==> src/rtl/address_sequencer_pkg.sv <==
// address_sequencer_pkg: shared types for the address sequencer
//   mode_t  : address generation mode carried in the two-bit mode field
//   state_t : sequencer FSM state
//   is_lfsr : true for either LFSR mode; the reserved code falls back to linear
package address_sequencer_pkg;
  typedef enum logic [1:0] {MODE_LINEAR, MODE_GALOIS, MODE_FIBONACCI, MODE_RESERVED} mode_t;
  typedef enum logic {IDLE, RUN} state_t;
  function automatic logic is_lfsr(input mode_t m);
    return m == MODE_GALOIS || m == MODE_FIBONACCI;
  endfunction
endpackage

==> src/rtl/address_sequencer_if.sv <==
// address_sequencer_if: command, configuration and address stream bundle
//   master : drives start/abort/config and address_ready; observes the stream
//   slave  : the sequencer; drives address_valid/address/busy/done
interface address_sequencer_if #(
  parameter int WIDTH = 32,
  parameter int COUNT_WIDTH = 16
);
  logic start;
  logic abort;
  logic [1:0] mode;
  logic [WIDTH-1:0] range_start;
  logic [WIDTH-1:0] range_stop;
  logic [WIDTH-1:0] range_increment;
  logic [WIDTH-1:0] lfsr_seed;
  logic [WIDTH-1:0] lfsr_taps;
  logic [WIDTH-1:0] lfsr_mask;
  logic [WIDTH-1:0] final_mask;
  logic [COUNT_WIDTH-1:0] address_count;
  logic address_valid;
  logic address_ready;
  logic [WIDTH-1:0] address;
  logic busy;
  logic done;
  modport master (
    output start, abort, mode, range_start, range_stop, range_increment,
           lfsr_seed, lfsr_taps, lfsr_mask, final_mask, address_count, address_ready,
    input  address_valid, address, busy, done
  );
  modport slave (
    input  start, abort, mode, range_start, range_stop, range_increment,
           lfsr_seed, lfsr_taps, lfsr_mask, final_mask, address_count, address_ready,
    output address_valid, address, busy, done
  );
endinterface

==> src/rtl/address_sequencer_lfsr_step.sv <==
// lfsr_step: one combinational Galois or Fibonacci LFSR step
//   current_i   : present state
//   taps_i      : tap mask
//   mask_i      : mask applied to the next state
//   fibonacci_i : 1 selects Fibonacci, 0 selects Galois
//   next_o      : masked next state
module lfsr_step #(
  parameter int WIDTH = 32
) (
  input  logic [WIDTH-1:0] current_i,
  input  logic [WIDTH-1:0] taps_i,
  input  logic [WIDTH-1:0] mask_i,
  input  logic             fibonacci_i,
  output logic [WIDTH-1:0] next_o
);
  logic [WIDTH-1:0] galois;
  logic [WIDTH-1:0] fibonacci;
  assign galois = (current_i >> 1) ^ (current_i[0] ? taps_i : '0);
  assign fibonacci = {^(current_i & taps_i), current_i[WIDTH-1:1]};
  assign next_o = (fibonacci_i ? fibonacci : galois) & mask_i;
endmodule

==> src/rtl/address_sequencer.sv <==
// address_sequencer: handshaked bounded burst of linear or LFSR addresses
//   clock, reset : clock and synchronous active-high reset
//   bus (slave)  : start/abort command, latched burst configuration,
//                  valid/ready address stream, busy level and done pulse
module address_sequencer
  import address_sequencer_pkg::*;
#(
  parameter int WIDTH = 32,
  parameter int COUNT_WIDTH = 16
) (
  input logic clock,
  input logic reset,
  address_sequencer_if.slave bus
);
  state_t state_q, state_d;
  mode_t mode_q, mode_d;
  logic [WIDTH-1:0] addr_q, addr_d;
  logic [WIDTH-1:0] rs_q, rs_d;
  logic [WIDTH-1:0] re_q, re_d;
  logic [WIDTH-1:0] inc_q, inc_d;
  logic [WIDTH-1:0] taps_q, taps_d;
  logic [WIDTH-1:0] lmask_q, lmask_d;
  logic [WIDTH-1:0] fmask_q, fmask_d;
  logic [COUNT_WIDTH-1:0] remain_q, remain_d;
  logic done_q, done_d;
  logic [WIDTH:0] sum;
  logic [WIDTH-1:0] lin_next;
  logic [WIDTH-1:0] lfsr_next;
  logic [WIDTH-1:0] step_next;
  logic [WIDTH-1:0] seed_m;
  logic hs;
  lfsr_step #(.WIDTH(WIDTH)) u_lfsr (
    .current_i  (addr_q),
    .taps_i     (taps_q),
    .mask_i     (lmask_q),
    .fibonacci_i(mode_q == MODE_FIBONACCI),
    .next_o     (lfsr_next)
  );
  // The sum keeps its carry so an overflowing step always wraps to range_start.
  assign sum = {1'b0, addr_q} + {1'b0, inc_q};
  assign lin_next = sum > {1'b0, re_q} ? rs_q : sum[WIDTH-1:0];
  assign step_next = is_lfsr(mode_q) ? lfsr_next : lin_next;
  assign seed_m = bus.lfsr_seed & bus.lfsr_mask;
  assign hs = state_q == RUN && bus.address_ready;
  always_ff @(posedge clock) begin
    if (reset) begin
      state_q  <= IDLE;
      mode_q   <= MODE_LINEAR;
      addr_q   <= '0;
      rs_q     <= '0;
      re_q     <= '0;
      inc_q    <= '0;
      taps_q   <= '0;
      lmask_q  <= '0;
      fmask_q  <= '0;
      remain_q <= '0;
      done_q   <= 1'b0;
    end else begin
      state_q  <= state_d;
      mode_q   <= mode_d;
      addr_q   <= addr_d;
      rs_q     <= rs_d;
      re_q     <= re_d;
      inc_q    <= inc_d;
      taps_q   <= taps_d;
      lmask_q  <= lmask_d;
      fmask_q  <= fmask_d;
      remain_q <= remain_d;
      done_q   <= done_d;
    end
  end
  always_comb begin
    state_d  = state_q;
    mode_d   = mode_q;
    addr_d   = addr_q;
    rs_d     = rs_q;
    re_d     = re_q;
    inc_d    = inc_q;
    taps_d   = taps_q;
    lmask_d  = lmask_q;
    fmask_d  = fmask_q;
    remain_d = remain_q;
    done_d   = 1'b0;
    if (state_q == IDLE) begin
      if (bus.start) begin
        mode_d   = mode_t'(bus.mode);
        rs_d     = bus.range_start;
        re_d     = bus.range_stop;
        inc_d    = bus.range_increment;
        taps_d   = bus.lfsr_taps;
        lmask_d  = bus.lfsr_mask;
        fmask_d  = bus.final_mask;
        // An all-zero LFSR seed would lock up, so it is replaced by 1.
        addr_d   = is_lfsr(mode_t'(bus.mode)) ? (seed_m == '0 ? WIDTH'(1) : seed_m) : bus.range_start;
        remain_d = bus.address_count;
        state_d  = bus.address_count == '0 ? IDLE : RUN;
        done_d   = bus.address_count == '0;
      end
    end else begin
      addr_d   = hs ? step_next : addr_q;
      remain_d = hs ? remain_q - COUNT_WIDTH'(1) : remain_q;
      // A transfer taken together with abort still advances, but abort suppresses done.
      state_d  = (bus.abort || (hs && remain_q == COUNT_WIDTH'(1))) ? IDLE : RUN;
      done_d   = !bus.abort && hs && remain_q == COUNT_WIDTH'(1);
    end
  end
  always_comb begin
    bus.address_valid = state_q == RUN;
    bus.busy          = state_q == RUN;
    bus.done          = done_q;
    bus.address       = addr_q & fmask_q;
  end
endmodule

==> src/flat_wrapper.sv <==
// flat-port wrapper written by rule: the top's interface ports become plain ports
module address_sequencer_flat import address_sequencer_pkg::*;
#(
  parameter int WIDTH = 32,
  parameter int COUNT_WIDTH = 16
)
  (clock, reset, bus_start, bus_abort, bus_mode, bus_range_start, bus_range_stop, bus_range_increment, bus_lfsr_seed, bus_lfsr_taps, bus_lfsr_mask, bus_final_mask, bus_address_count, bus_address_ready, bus_address_valid, bus_address, bus_busy, bus_done);
  address_sequencer_if #(.WIDTH(WIDTH), .COUNT_WIDTH(COUNT_WIDTH)) bus_i ();
  input logic clock;
  input logic reset;
  input wire logic [$bits(bus_i.start)-1:0] bus_start;
  input wire logic [$bits(bus_i.abort)-1:0] bus_abort;
  input wire logic [$bits(bus_i.mode)-1:0] bus_mode;
  input wire logic [$bits(bus_i.range_start)-1:0] bus_range_start;
  input wire logic [$bits(bus_i.range_stop)-1:0] bus_range_stop;
  input wire logic [$bits(bus_i.range_increment)-1:0] bus_range_increment;
  input wire logic [$bits(bus_i.lfsr_seed)-1:0] bus_lfsr_seed;
  input wire logic [$bits(bus_i.lfsr_taps)-1:0] bus_lfsr_taps;
  input wire logic [$bits(bus_i.lfsr_mask)-1:0] bus_lfsr_mask;
  input wire logic [$bits(bus_i.final_mask)-1:0] bus_final_mask;
  input wire logic [$bits(bus_i.address_count)-1:0] bus_address_count;
  input wire logic [$bits(bus_i.address_ready)-1:0] bus_address_ready;
  output wire logic [$bits(bus_i.address_valid)-1:0] bus_address_valid;
  output wire logic [$bits(bus_i.address)-1:0] bus_address;
  output wire logic [$bits(bus_i.busy)-1:0] bus_busy;
  output wire logic [$bits(bus_i.done)-1:0] bus_done;
  assign bus_i.start = bus_start;
  assign bus_i.abort = bus_abort;
  assign bus_i.mode = bus_mode;
  assign bus_i.range_start = bus_range_start;
  assign bus_i.range_stop = bus_range_stop;
  assign bus_i.range_increment = bus_range_increment;
  assign bus_i.lfsr_seed = bus_lfsr_seed;
  assign bus_i.lfsr_taps = bus_lfsr_taps;
  assign bus_i.lfsr_mask = bus_lfsr_mask;
  assign bus_i.final_mask = bus_final_mask;
  assign bus_i.address_count = bus_address_count;
  assign bus_i.address_ready = bus_address_ready;
  assign bus_address_valid = bus_i.address_valid;
  assign bus_address = bus_i.address;
  assign bus_busy = bus_i.busy;
  assign bus_done = bus_i.done;
  address_sequencer #(.WIDTH(WIDTH), .COUNT_WIDTH(COUNT_WIDTH)) u_core (.clock(clock), .reset(reset), .bus(bus_i));
endmodule
==> config.mk <==
export PLATFORM = sky130hd
export DESIGN_NAME = address_sequencer_flat
export DESIGN_NICKNAME = d
export VERILOG_FILES = /design/src/rtl/address_sequencer_pkg.sv /design/src/rtl/address_sequencer_if.sv /design/src/rtl/address_sequencer_lfsr_step.sv /design/src/rtl/address_sequencer.sv /design/src/flat_wrapper.sv
export SDC_FILE = /design/constraint.sdc
export NUM_CORES = 1
export LEC_CHECK = 0
export CAP_MARGIN = 30
export CORE_UTILIZATION = 35
export CTS_BUF_LIST = sky130_fd_sc_hd__clkbuf_4
export CTS_CLUSTER_DIAMETER = 30
export DETAILED_ROUTE_END_ITERATION = 8
export HOLD_SLACK_MARGIN = 0.03
export PLACE_DENSITY = 0.67
export SETUP_SLACK_MARGIN = 0.4
export SLEW_MARGIN = 20
export SYNTH_ARGS = -nofsm -noshare
export SYNTH_HDL_FRONTEND = slang
export SYNTH_SLANG_ARGS = --single-unit
==> constraint.sdc <==
create_clock -name clock -period 5 [get_ports clock]
set_input_delay 0.75 -clock clock [delete_from_list [all_inputs] [get_ports clock]]
set_output_delay 0.75 -clock clock [all_outputs]
set_load 0.01 [all_outputs]
Word-level counts from Yosys, hierarchy flattened

Index checks and enable logic that the tools add are counted.

Register bits after elaboration: 244
Bits in latches: 0
Bits in writable memories: 0
ROM bits: 0
Bits of input ports: 247
Output and inout bits: 35
Logic and storage cells: 58
Memories kept: 0

Add/sub/neg operators: 2
Multiply operators: 0
Div/mod/pow operators: 0
$lt $le $gt $ge: 1
Equal/unequal tests: 6
Shift operators: 0
Multiplexer cells: 18
Bitwise operators: 6
Reductions and logical operators: 14

Operator list:

| cell                                               | number |
|---|---|
| 2-to-1 mux 32 bit                                  | 9 |
| AND 32 bit                                         | 4 |
| 2-to-1 mux 16 bit                                  | 3 |
| adder 32 x 32 -> 33 bit                            | 1 |
| > comparator 33 x 32 -> 1 bit                      | 1 |
| logical NOT 32 bit                                 | 1 |
| XOR reduction 32 bit                               | 1 |
| bitwise XOR 31 x 32 -> 32 bit                      | 1 |
| == test 16 x 1 -> 1 bit, second input constant     | 1 |
| logical NOT 16 bit                                 | 1 |
| subtractor 16 x 1 -> 16 bit, second input constant | 1 |
| 2-to-1 mux 1 bit                                   | 6 |
| == test 2 x 1 -> 1 bit, second input constant      | 2 |
| == test 2 bit, second input constant               | 2 |
| logical AND 1 bit                                  | 4 |
| AND reduction 2 bit                                | 2 |
| logical OR 1 bit                                   | 3 |
| inequality test 2 bit, second input constant       | 1 |
| nonzero test 2 bit                                 | 1 |
| logical NOT 1 bit                                  | 1 |
| inverter 1 bit                                     | 1 |

Longest topological paths before layout

Gate-level depths: netlist of run 1.

Word-level depth: 7
Gate-level depth with buffers: 21
Gate-level depth less buffers: 20

Hierarchy

A second synthesis of run 1 with hierarchy kept.

Cells, all modules: 1,909
Area total of the unflattened synthesis: 13,937.1 sq um

By module, submodules not included:

| module            | instances | cells an instance | area each (sq um) | seq. area each (sq um) |
|---|---|---|---|---|
| address_sequencer | 1         | 1,746             | 12,929.9          | 4,884.7 |
| lfsr_step         | 1         | 163               | 1,007.2           | 0.0 |

Least setup slack after synthesis of run 1

OpenSTA, ideal clock, no wires.

Path type: reg-to-reg
Start point: reg u_core.addr_q[0]
End point: reg u_core.addr_q[27]
Library setup time: 0.103 ns
Data arrival time: 4.650 ns
Required time: 4.897 ns
Slack: 0.247 ns
Stages on the path, launching flop included: 22
Path buffers: 1
Cell sequence: dfxtp_1 -> ha_1 -> fa_1 -> a211oi_1 -> o21a_1 -> a211oi_4 -> o21ai_0 -> or3b_1 -> a21o_1 -> a21oi_1 -> xnor2_1 -> ha_1 -> nand4_1 -> nor4_1 -> nand2_1 -> or4_1 -> o211ai_2 -> o211ai_4 -> buf_6 -> nor3_1 -> a21oi_1 -> a2111oi_2

Longest elaborated chain between the ends: 7

Ends and longest elaborated chain:

| item                                                                            | line                     | text |
|---|---|---|
| from (decl)                                                                     | address_sequencer.sv:17  | `logic [WIDTH-1:0] addr_q, addr_d;` |
| from (signal assigned)                                                          | address_sequencer.sv:61  | `addr_q <= addr_d;` |
| parallel branches: the longest is 4 deep, another holds adder 32 x 32 -> 33 bit | -                        |  |
| 2-to-1 mux 32 bit *                                                             | address_sequencer.sv:42  | `assign step_next = is_lfsr(mode_q) ? lfsr_next : lin_next;` |
| 2-to-1 mux 32 bit *                                                             | address_sequencer.sv:100 | `addr_d = hs ? step_next : addr_q;` |
| 2-to-1 mux 32 bit *                                                             | address_sequencer.sv:84  | `if (state_q == IDLE) begin` |

Mark *: on every way between the ends. The select of a mux whose other input is x is not followed.
A chain may end at the register's enable or synchronous reset.

Worst setup path after layout of run 1

Start point: reg u_core.inc_q[0]
End point: reg u_core.addr_q[26]

Longest elaborated chain between the ends: 6

Ends and longest elaborated chain:

| item                          | line                     | text |
|---|---|---|
| from (decl)                   | address_sequencer.sv:20  | `logic [WIDTH-1:0] inc_q, inc_d;` |
| from (signal assigned)        | address_sequencer.sv:64  | `inc_q <= inc_d;` |
| adder 32 x 32 -> 33 bit *     | address_sequencer.sv:40  | `assign sum = {1'b0, addr_q} + {1'b0, inc_q};` |
| > comparator 33 x 32 -> 1 bit | address_sequencer.sv:41  | `assign lin_next = sum > {1'b0, re_q} ? rs_q : sum[WIDTH-1:0];` |
| 2-to-1 mux 32 bit *           | address_sequencer.sv:41  |  |
| 2-to-1 mux 32 bit *           | address_sequencer.sv:42  |  |
| 2-to-1 mux 32 bit *           | address_sequencer.sv:100 |  |
| 2-to-1 mux 32 bit *           | address_sequencer.sv:84  |  |

Mark *: on every way between the ends. The rest lies on a longest branch, timed or not. The select of a mux whose other input is x is not followed.

==> impl_metrics.json, run 1 <==
{
  "yosys_warnings": 0,
  "ctsHoldBuffers": 0,
  "layout.nets": 2500,
  "cts_sinks": 244,
  "fin_area_mm2": 0.0186,
  "row_count": 71,
  "final_util": 0.490,
  "power.density_mw_per_mm2": 331,
  "grt_pass1_wl_mm": 78.3,
  "hold_class": "reg2reg",
  "first_iter_violations": 1352,
  "cp_slowest_stage_delay_ns": 0.42,
  "wire_per_inst_um": 19.1,
  "dr.pass1.iters": 6,
  "grt_overflow_total": 0,
  "ys_ff_latch": 244,
  "wirelength_mm": 52.5,
  "num_vias": 14500,
  "syn-num-nets": 2169,
  "cap_violations": 0,
  "drcViolationCount": 0,
  "setup_tns_ns": 0,
  "pre_cts_ws_ns": -0.104,
  "vias_per_cell": 5.28,
  "yosysUniqueCellTypes": 70,
  "synth_edf_count": 0,
  "area_growth_pct": 36.8,
  "worstPathMaxFanout": 6,
  "critPathLaunchType": "flip-flop",
  "clkLatencyLatePin_ns": 0.78,
  "path_cells": "ha_4 -> fa_2 -> a211oi_2 -> o21a_1 -> a211oi_4 -> o21ai_1 -> or3b_4 -> a21o_1 -> a21oi_2 -> xnor2_2 -> ha_4 -> buf_4 -> buf_4 -> nand2_1 -> nor2_1 -> a211oi_1 -> o211ai_1 -> o211ai_4 -> o211ai_4 -> buf_4 -> buf_4 -> nand4_1 -> o41ai_1 -> a41o_1",
  "p_seq_frac": 0.356,
  "switching_power_mw": 2.14,
  "worst_slew_pin_slew_ns": 1.13,
  "path_common_cell": "buf_4",
  "rsz0062_at_grt": "yes",
  "path_depth": 24,
  "cts_max_level": 3,
  "hold_viol_final": 0,
  "clockBufferDepth": 3,
  "synth_cells": 1854,
  "power.share.clock": 0.312,
  "critPathBufInv": 4,
  "min_path_cells": 2,
  "endpoint_kind": "flip-flop",
  "clk_pin_slew_ns": 0.06,
  "syn-cell-area_mm2": 0.0136,
  "status": "finished, final reports clean",
  "finalMaxSlewViolations": 0,
  "skew_ns": 0.0686,
  "initial_core_util": 0.358,
  "worstPathArrival_ns": 5.52,
  "die_h_um": 199,
  "setup.worst_path.class": "reg2reg",
  "async_flop_share": 0,
  "cts_tree": "built",
  "core_area_mm2": 0.0379,
  "setup_viol": 0,
  "gp_congestion": 0.935,
  "power_frac_comb": 0.332,
  "cp_slowest_cell": "or3b_4",
  "synth_commonest_cells": "nand2_1 (573), a21oi_1 (267), dfxtp_1 (244), clkbuf_1 (106), xnor2_1 (73)",
  "synthTopCellsByArea": "dfxtp_1 (36%), nand2_1 (16%), a21oi_1 (9.8%)",
  "p_sw_frac": 0.347,
  "fill_cells": 3793,
  "antenna_found_initial": 9,
  "synth_top_area_share": 0.359,
  "max_freq_mhz": 204,
  "leakage_nw": 7.25,
  "final-instance-count-excl-fill": 2757,
  "yosysTopAreaCell": "dfxtp_1",
  "io_pins": 282,
  "required_ns": 5.62,
  "post_dp_cell_area_mm2": 0.0171,
  "peakVddDrop_v": 0.000167,
  "grt_max_degree": 228,
  "ant_nets": 0,
  "finalWorstSetupSlack_ns": 0.101,
  "grt_pass1_vias": 13800,
  "synth-seq-area-share": 0.359,
  "dieArea_mm2": 0.0396,
  "yosysMostFrequentCell": "nand2_1",
  "max-slew-margin-rel": 0.250,
  "ctsRootBufferMaster": "clkbuf_4",
  "fin_crit_sh": 0.980,
  "placement.io_buffers": 281,
  "hpwl_mm": 38.3,
  "grt.total_usage": 0.259,
  "die_w_um": 199,
  "intPower_mw": 4.02,
  "critical-path-top-delay-family": "compound AO/OA/AOI/OAI gates",
  "dp.cells": 2589,
  "period_minus_slack_ns": 4.90,
  "drive_above_1_share": 0.127,
  "syn_avg_cell_area_um2": 7.33,
  "ys.flop_type": "dfxtp_1",
  "cts_made_buffers": 80,
  "ff2ff_path_depth": 24
}
-- power groups by stage --
stage | Sequential (mW) | Combinational [mW] | Clock [mW]
3_5_place_dp | 2.23 | 1.70 | 0
6_report | 2.19 | 2.04 | 1.92
2_1_floorplan | 2.21 | 1.04 | 0
3_3_place_gp | 2.22 | 1.67 | 0
5_1_grt | 2.21 | 2.20 | 2.08
4_1_cts | 2.19 | 1.91 | 1.98
-- layout make-up --
cell class                 instances  area [µm²]  area share
inverter                          48         188      0.0101
antenna                            7        17.5    0.000942
tap                              511         639      0.0344
clock inverter                    29         110     0.00592
sequential                       244        4890       0.263
clock buffer                     107         803      0.0432
multi-input combinational       1450        8460       0.455
timing repair buffer             361        3490       0.188
-- metrics by stage --
stage               total power [mW]  hold WS (ns)
floorplan                       3.25         0.432
global placement                3.90         0.437
detailed placement              3.93         0.442
CTS                             6.08         0.450
global route                    6.48         0.467
finish                          6.16         0.448
-- worst reg2reg max path: stages (launching register included) --
cell      delay (ns)
dfxtp_2         0.33
ha_4            0.16
fa_2            0.40
a211oi_2        0.24
o21a_1          0.19
a211oi_4        0.09
o21ai_1         0.13
or3b_4          0.42
a21o_1          0.19
a21oi_2         0.17
xnor2_2         0.17
ha_4            0.24
buf_4           0.13
buf_4           0.12
nand2_1         0.06
nor2_1          0.05
a211oi_1        0.25
o211ai_1        0.17
o211ai_4        0.28
o211ai_4        0.19
buf_4           0.20
buf_4           0.16
nand4_1         0.09
o41ai_1         0.08
a41o_1          0.23
-- timing repair --
item | 4_1_cts | 5_1_grt
gates cloned | 1 | 0
endpoints found under the setup margin | 32 | 32
resized for setup | 55 | 26
setup buffers | 18 | 5
hold endpoints to repair | 0 | 0
pin swaps | 42 | 9
-- routing by layer --
| metal | global-route usage | routed length, µm |
|---|---|---|
| met2 | 0.393 | 22900 |
| met5 | 0 | 49 |
| met4 | 0.0994 | 1700 |
| met3 | 0.0586 | 4320 |
| met1 | 0.356 | 23600 |
-- state kept, by name, summed over array words and instances, names as in the netlist --
signal / cells
u_core.mode_q: 2
u_core.remain_q: 16
u_core.fmask_q: 32
u_core.taps_q: 32
u_core.addr_q: 32
u_core.lmask_q: 32
u_core.bus.done: 1
u_core.bus.address_valid: 1
u_core.rs_q: 32
u_core.re_q: 32
u_core.inc_q: 32
-- cell usage in the layout (no fill, tap or decap), types with 26 or more instances in the layout --
master and instances:
clkdlybuf4s50_1 280, and2_1 34, o22ai_1 26, nor2_1 62, buf_4 67, a21oi_1 261
a31oi_1 32, xnor2_1 69, nand2_1 564, clkbuf_4 107, ha_1 65, o21ai_0 56
nand4_1 27, inv_1 47, dfxtp_1 243
-- path summary, 6_finish.rpt --
check	from	endpoint	slack [ns]
max	u_core.inc_q[0]$_SDFFE_PP0P_	u_core.addr_q[26]$_SDFFE_PP0P_	0.10
min	u_core.fmask_q[20]$_SDFFE_PP0P_	u_core.fmask_q[20]$_SDFFE_PP0P_	0.45
max reg2reg	u_core.inc_q[0]$_SDFFE_PP0P_	u_core.addr_q[26]$_SDFFE_PP0P_	0.10
min reg2reg	u_core.fmask_q[20]$_SDFFE_PP0P_	u_core.fmask_q[20]$_SDFFE_PP0P_	0.45
-- logic make-up (layout without fill, tap and decap cells) --
kind of cell,count (synthesis),in the layout,share of synthesized area
compound gates,495,496,0.216
fa+ha+maj,68,68,0.0631
flops,244,244,0.359
simple gates,769,769,0.236
xor+xnor,92,92,0.0593
buf+inv,161,545,0.0459
other cells,0,7,0
mux,25,25,0.0203
Note: power is estimated with default switching activity, not from simulation.
==> run 2: changes to the inputs <==
--- a/config.mk
+++ b/config.mk
@@ -10,6 +10,7 @@
 export CTS_BUF_LIST = sky130_fd_sc_hd__clkbuf_4
 export CTS_CLUSTER_DIAMETER = 30
 export DETAILED_ROUTE_END_ITERATION = 8
+export GPL_ROUTABILITY_DRIVEN = 0
 export HOLD_SLACK_MARGIN = 0.03
 export PLACE_DENSITY = 0.67
 export SETUP_SLACK_MARGIN = 0.4
==> impl_metrics.json, run 2 (same netlist as run 1, synthesis figures left out) <==
{
  "rsz0062_at_grt": "yes",
  "min_delay_worst_endpoint": "u_core.remain_q[13]$_SDFFE_PP0P_",
  "critPathBufInv": 1,
  "die_w_um": 199,
  "wirelength_mm": 51.6,
  "wire_per_inst_um": 18.8,
  "max-slew-margin-rel": 0.402,
  "layout.nets": 2491,
  "period_minus_slack_ns": 4.92,
  "hold_class": "in2reg",
  "initial_core_util": 0.358,
  "path_depth": 21,
  "leakage_nw": 7.28,
  "dr.pass1.iters": 5,
  "finalWorstSetupSlack_ns": 0.0767,
  "rrSetupSlack_ns": 0.08,
  "first_iter_violations": 1320,
  "cap_violations": 0,
  "path_cells": "ha_4 -> fa_2 -> a211oi_2 -> o21a_1 -> a211oi_4 -> o21ai_1 -> or3b_4 -> a21o_1 -> a21oi_2 -> xnor2_2 -> ha_1 -> nand4_1 -> nor4_2 -> nand2_1 -> or4_4 -> o211ai_4 -> o211ai_4 -> clkbuf_16 -> mux2_2 -> nand2_1 -> a211oi_1",
  "grt.total_usage": 0.253,
  "cp_slowest_stage_delay_ns": 0.44,
  "status": "finished, final reports clean",
  "ctsRootBufferMaster": "clkbuf_4",
  "drcViolationCount": 0,
  "power.density_mw_per_mm2": 337,
  "row_count": 71,
  "layout_common_cells": "nand2_1 (564), clkdlybuf4s50_1 (280), a21oi_1 (260), dfxtp_1 (241), clkbuf_4 (105)",
  "area_growth_pct": 37.0,
  "grt_pass1_vias": 14000,
  "pre_cts_ws_ns": -0.0525,
  "antenna_found_initial": 9,
  "vias_per_cell": 5.34,
  "grt_max_degree": 135,
  "num_vias": 14700,
  "skew_ns": 0.0460,
  "setup.worst_path.class": "reg2reg",
  "cts_sinks": 244,
  "hpwl_mm": 37.5,
  "setup_viol": 0,
  "drive_above_1_share": 0.131,
  "timing.rr.end": "u_core.addr_q[6]$_SDFFE_PP0P_",
  "ff2ff_path_depth": 21,
  "setup_tns_ns": 0,
  "cp_slowest_cell": "or4_4",
  "max_freq_mhz": 203,
  "cts_max_level": 3,
  "min_path_cells": 2,
  "fin_crit_sh": 0.985,
  "clk_pin_slew_ns": 0.06,
  "grt_overflow_total": 0,
  "hold_start": "reset",
  "clkLatencyLatePin_ns": 0.77,
  "die_h_um": 199,
  "whs_ns": 0.359,
  "placement.io_buffers": 281,
  "worstPathMaxFanout": 8,
  "dieArea_mm2": 0.0396,
  "worstPathArrival_ns": 5.57,
  "cts_tree": "built",
  "critical-path-top-delay-family": "compound AO/OA/AOI/OAI gates",
  "worst_slew_pin_slew_ns": 0.893,
  "cts_made_buffers": 78,
  "peakVddDrop_v": 0.000154,
  "rr_startpoint": "u_core.addr_q[0]$_SDFFE_PP0P_",
  "grt_pass1_wl_mm": 76.3,
  "layout_commonest_cell": "nand2_1",
  "fill_cells": 3781,
  "endpoint_kind": "flip-flop",
  "ant_nets": 0,
  "core_area_mm2": 0.0379,
  "required_ns": 5.65,
  "io_pins": 282,
  "finalMaxSlewViolations": 0,
  "hold_viol_final": 0,
  "clockBufferDepth": 3,
  "critPathLaunchType": "flip-flop",
  "final_util": 0.491
}
==> run 2: area by class of cell <==
type / instances / area (µm²) / area share
well taps: 511 / 639 / 0.0343
diodes: 6 / 15.0 / 0.000806
clock buffers: 105 / 788 / 0.0423
flip-flops and latches: 244 / 4890 / 0.263
inverters: 48 / 180 / 0.00968
clock inverters: 33 / 223 / 0.0120
multi-input cells: 1449 / 8420 / 0.452
repair buffers: 355 / 3460 / 0.186
==> run 2: where the power goes <==
| part | internal (mW) | switching (mW) | total, mW |
|---|---|---|---|
| registers | 2.08 | 0.114 | 2.20 |
| logic | 0.913 | 1.06 | 1.97 |
| clock network | 1.14 | 0.965 | 2.10 |
| total | 4.13 | 2.14 | 6.27 |
==> run 2: how the worst max path moves through the flow <==
stage,from,endpoint,slack (ns)
2_1_floorplan,u_core.addr_q[0]$_SDFFE_PP0P_,u_core.addr_q[27]$_SDFFE_PP0P_,0.41
3_3_place_gp,u_core.inc_q[0]$_SDFFE_PP0P_,u_core.addr_q[24]$_SDFFE_PP0P_,0.12
3_5_place_dp,u_core.inc_q[0]$_SDFFE_PP0P_,u_core.addr_q[2]$_SDFFE_PP0P_,-0.05
4_1_cts,u_core.addr_q[0]$_SDFFE_PP0P_,u_core.addr_q[7]$_SDFFE_PP0P_,0.28
5_1_grt,u_core.addr_q[0]$_SDFFE_PP0P_,u_core.addr_q[6]$_SDFFE_PP0P_,-0.003
6_report,u_core.addr_q[0]$_SDFFE_PP0P_,u_core.addr_q[6]$_SDFFE_PP0P_,0.08
==> run 2: through the flow <==
| stage | total power, mW | cell area [µm²] | cells |
|---|---|---|---|
| 6_report | 6.27 | 18600 | 2751 |
| 2_1_floorplan | 3.25 | 13600 | 1854 |
| 4_1_cts | 6.21 | 18400 | 2740 |
| 3_3_place_gp | 3.86 | 17000 | 2580 |
| 5_1_grt | 6.59 | 18600 | 2750 |
| 3_5_place_dp | 3.91 | 17100 | 2581 |
==> run 2: repair_timing <==
item,CTS,global route
hold buffers,0,0
pin swaps,32,28
setup endpoints to repair,32,32
gates cloned,1,0
hold endpoints to repair,0,0
setup buffers,20,3
resized for setup,49,26
==> run 2: metal layers <==
layer / GRT usage / wire length [µm] / up-vias
met5: 0 / 41 / -
met4: 0.140 / 2300 / 6
met3: 0.0690 / 4990 / 135
met2: 0.372 / 22200 / 678
met1: 0.331 / 22100 / 6805
li1: - / - / 7070
==> run 3: changes to the inputs <==
--- a/config.mk
+++ b/config.mk
@@ -7,7 +7,6 @@
 export LEC_CHECK = 0
 export CAP_MARGIN = 30
 export CORE_UTILIZATION = 35
-export CTS_BUF_LIST = sky130_fd_sc_hd__clkbuf_4
 export CTS_CLUSTER_DIAMETER = 30
 export DETAILED_ROUTE_END_ITERATION = 8
 export GPL_ROUTABILITY_DRIVEN = 0
==> impl_metrics.json, run 3 (same netlist as run 1, synthesis figures left out) <==
{
  "p_sw_frac": 0.293,
  "layout_common_cells": "nand2_1 (566), clkdlybuf4s50_1 (280), a21oi_1 (262), dfxtp_1 (241), xnor2_1 (70)",
  "fill_cells": 3631,
  "setup.worst_path.class": "reg2reg",
  "final-instance-count-excl-fill": 2727,
  "layout_commonest_cell": "nand2_1",
  "switching_power_mw": 2.45,
  "fin_area_mm2": 0.0198,
  "drcViolationCount": 0,
  "power.share.clock": 0.503,
  "placement.io_buffers": 281,
  "ctsRootBufferMaster": "clkbuf_16",
  "critPathLaunchType": "flip-flop",
  "wirelength_mm": 51.8,
  "post_dp_cell_area_mm2": 0.0171,
  "initial_core_util": 0.358,
  "status": "finished, final reports clean",
  "grt_pass1_vias": 14000,
  "fin_crit_sh": 0.961,
  "rrSetupSlack_ns": 0.20,
  "power_frac_comb": 0.232,
  "final_util": 0.521,
  "die_w_um": 199,
  "dr.pass1.iters": 5,
  "num_vias": 14600,
  "max_freq_mhz": 208,
  "antenna_found_initial": 6,
  "core_area_mm2": 0.0379,
  "cap_violations": 0,
  "pre_cts_ws_ns": -0.0525,
  "clkLatencyLatePin_ns": 0.57,
  "cp_slowest_stage_delay_ns": 0.54,
  "peakVddDrop_v": 0.000252,
  "setup_viol": 0,
  "period_minus_slack_ns": 4.80,
  "hold_viol_final": 0,
  "cp_slowest_cell": "or4_1",
  "p_seq_frac": 0.264,
  "hpwl_mm": 37.5,
  "cts_made_buffers": 66,
  "grt_overflow_total": 0,
  "first_iter_violations": 1297,
  "area_growth_pct": 45.3,
  "cts_tree": "built",
  "leakage_nw": 7.72,
  "rsz0062_at_grt": "yes",
  "total_power_mw": 8.35,
  "grt_max_degree": 135,
  "grt.total_usage": 0.254,
  "worstPathMaxFanout": 8,
  "drive_above_1_share": 0.118,
  "multi_input_area_mm2": 0.00834,
  "area.sequential_mm2": 0.00489,
  "worstPathArrival_ns": 5.27,
  "path_cells": "ha_1 -> a211oi_2 -> o211ai_1 -> a21oi_2 -> o221ai_2 -> a41oi_2 -> buf_4 -> mux2i_1 -> nor2_1 -> ha_1 -> and3_1 -> nand3_1 -> or4_1 -> o211ai_2 -> o211ai_4 -> buf_12 -> mux2_2 -> nand2_1 -> a211oi_2",
  "wire_per_inst_um": 19.0,
  "clk_pin_slew_ns": 0.05,
  "die_h_um": 199,
  "required_ns": 5.47,
  "endpoint_kind": "flip-flop",
  "hold_class": "reg2reg",
  "critical-path-top-delay-family": "compound AO/OA/AOI/OAI gates",
  "ant_nets": 0,
  "worst_slew_pin_slew_ns": 0.930,
  "cts_sinks": 244,
  "grt_pass1_wl_mm": 77.1,
  "dieArea_mm2": 0.0396,
  "finalMaxSlewViolations": 0,
  "power.density_mw_per_mm2": 423,
  "layout.nets": 2476,
  "max-slew-margin-rel": 0.374,
  "dp.cells": 2581,
  "row_count": 71,
  "skew_ns": 0.0213,
  "cts_max_level": 3,
  "finalWorstSetupSlack_ns": 0.197,
  "clockBufferDepth": 3,
  "intPower_mw": 5.90,
  "critPathBufInv": 2,
  "io_pins": 282,
  "vias_per_cell": 5.34,
  "ctsHoldBuffers": 0
}
## run 3: per-layer routing
layer / track usage / wire, µm / vias up
met4: 0.109 / 1860 / 8
met3: 0.0727 / 5090 / 121
met5: 0 / 62 / -
li1: - / - / 7015
met2: 0.386 / 22700 / 680
met1: 0.335 / 22100 / 6734
## run 3: final cells by class
type	count	share of cell area
tap	511	0.0324
sequential	244	0.248
antenna	2	0.000253
inverter	48	0.00925
clock buffer	88	0.0939
clock inverter	33	0.0193
timing repair buffer	352	0.175
multi-input combinational	1449	0.422
## run 3: worst register-to-register path, cell delays in order (launching register included)
cell and delay (ns):
dfxtp_1 0.34, ha_1 0.35, a211oi_2 0.25, o211ai_1 0.20, a21oi_2 0.26, o221ai_2 0.17
a41oi_2 0.33, buf_4 0.18, mux2i_1 0.28, nor2_1 0.10, ha_1 0.33, and3_1 0.20
nand3_1 0.12, or4_1 0.54, o211ai_2 0.12, o211ai_4 0.20, buf_12 0.20, mux2_2 0.22
nand2_1 0.07, a211oi_2 0.26
## run 3: final timing paths
path                                         from                               to  cells after the start
hold / removal    u_core.fmask_q[20]$_SDFFE_PP0P_  u_core.fmask_q[20]$_SDFFE_PP0P_                      2
hold reg to reg   u_core.fmask_q[20]$_SDFFE_PP0P_  u_core.fmask_q[20]$_SDFFE_PP0P_                      2
setup reg to reg     u_core.inc_q[1]$_SDFFE_PP0P_    u_core.addr_q[8]$_SDFFE_PP0P_                     19
setup / recovery     u_core.inc_q[1]$_SDFFE_PP0P_    u_core.addr_q[8]$_SDFFE_PP0P_                     19
## run 3: power groups by stage
| stage | Sequential, mW | Clock (mW) | Combinational, mW |
|---|---|---|---|
| after floorplan | 2.21 | 0 | 1.04 |
| after global placement | 2.23 | 0 | 1.64 |
| after detailed placement | 2.23 | 0 | 1.67 |
| after CTS | 2.20 | 4.26 | 1.85 |
| after global routing | 2.22 | 4.37 | 2.08 |
| final | 2.21 | 4.20 | 1.94 |
## run 3: repair_timing
action,CTS,global route
pin swaps,26,9
cloned,1,0
gates resized for setup,50,9
setup endpoints to repair,32,32
buffers inserted,16,5
## run 3: stage by stage
stage          setup TNS, ns  hold WS (ns)
2_1_floorplan              0         0.432
3_3_place_gp               0         0.437
3_5_place_dp          -0.170         0.443
4_1_cts                    0         0.447
5_1_grt               -0.100         0.463
6_report                   0         0.445
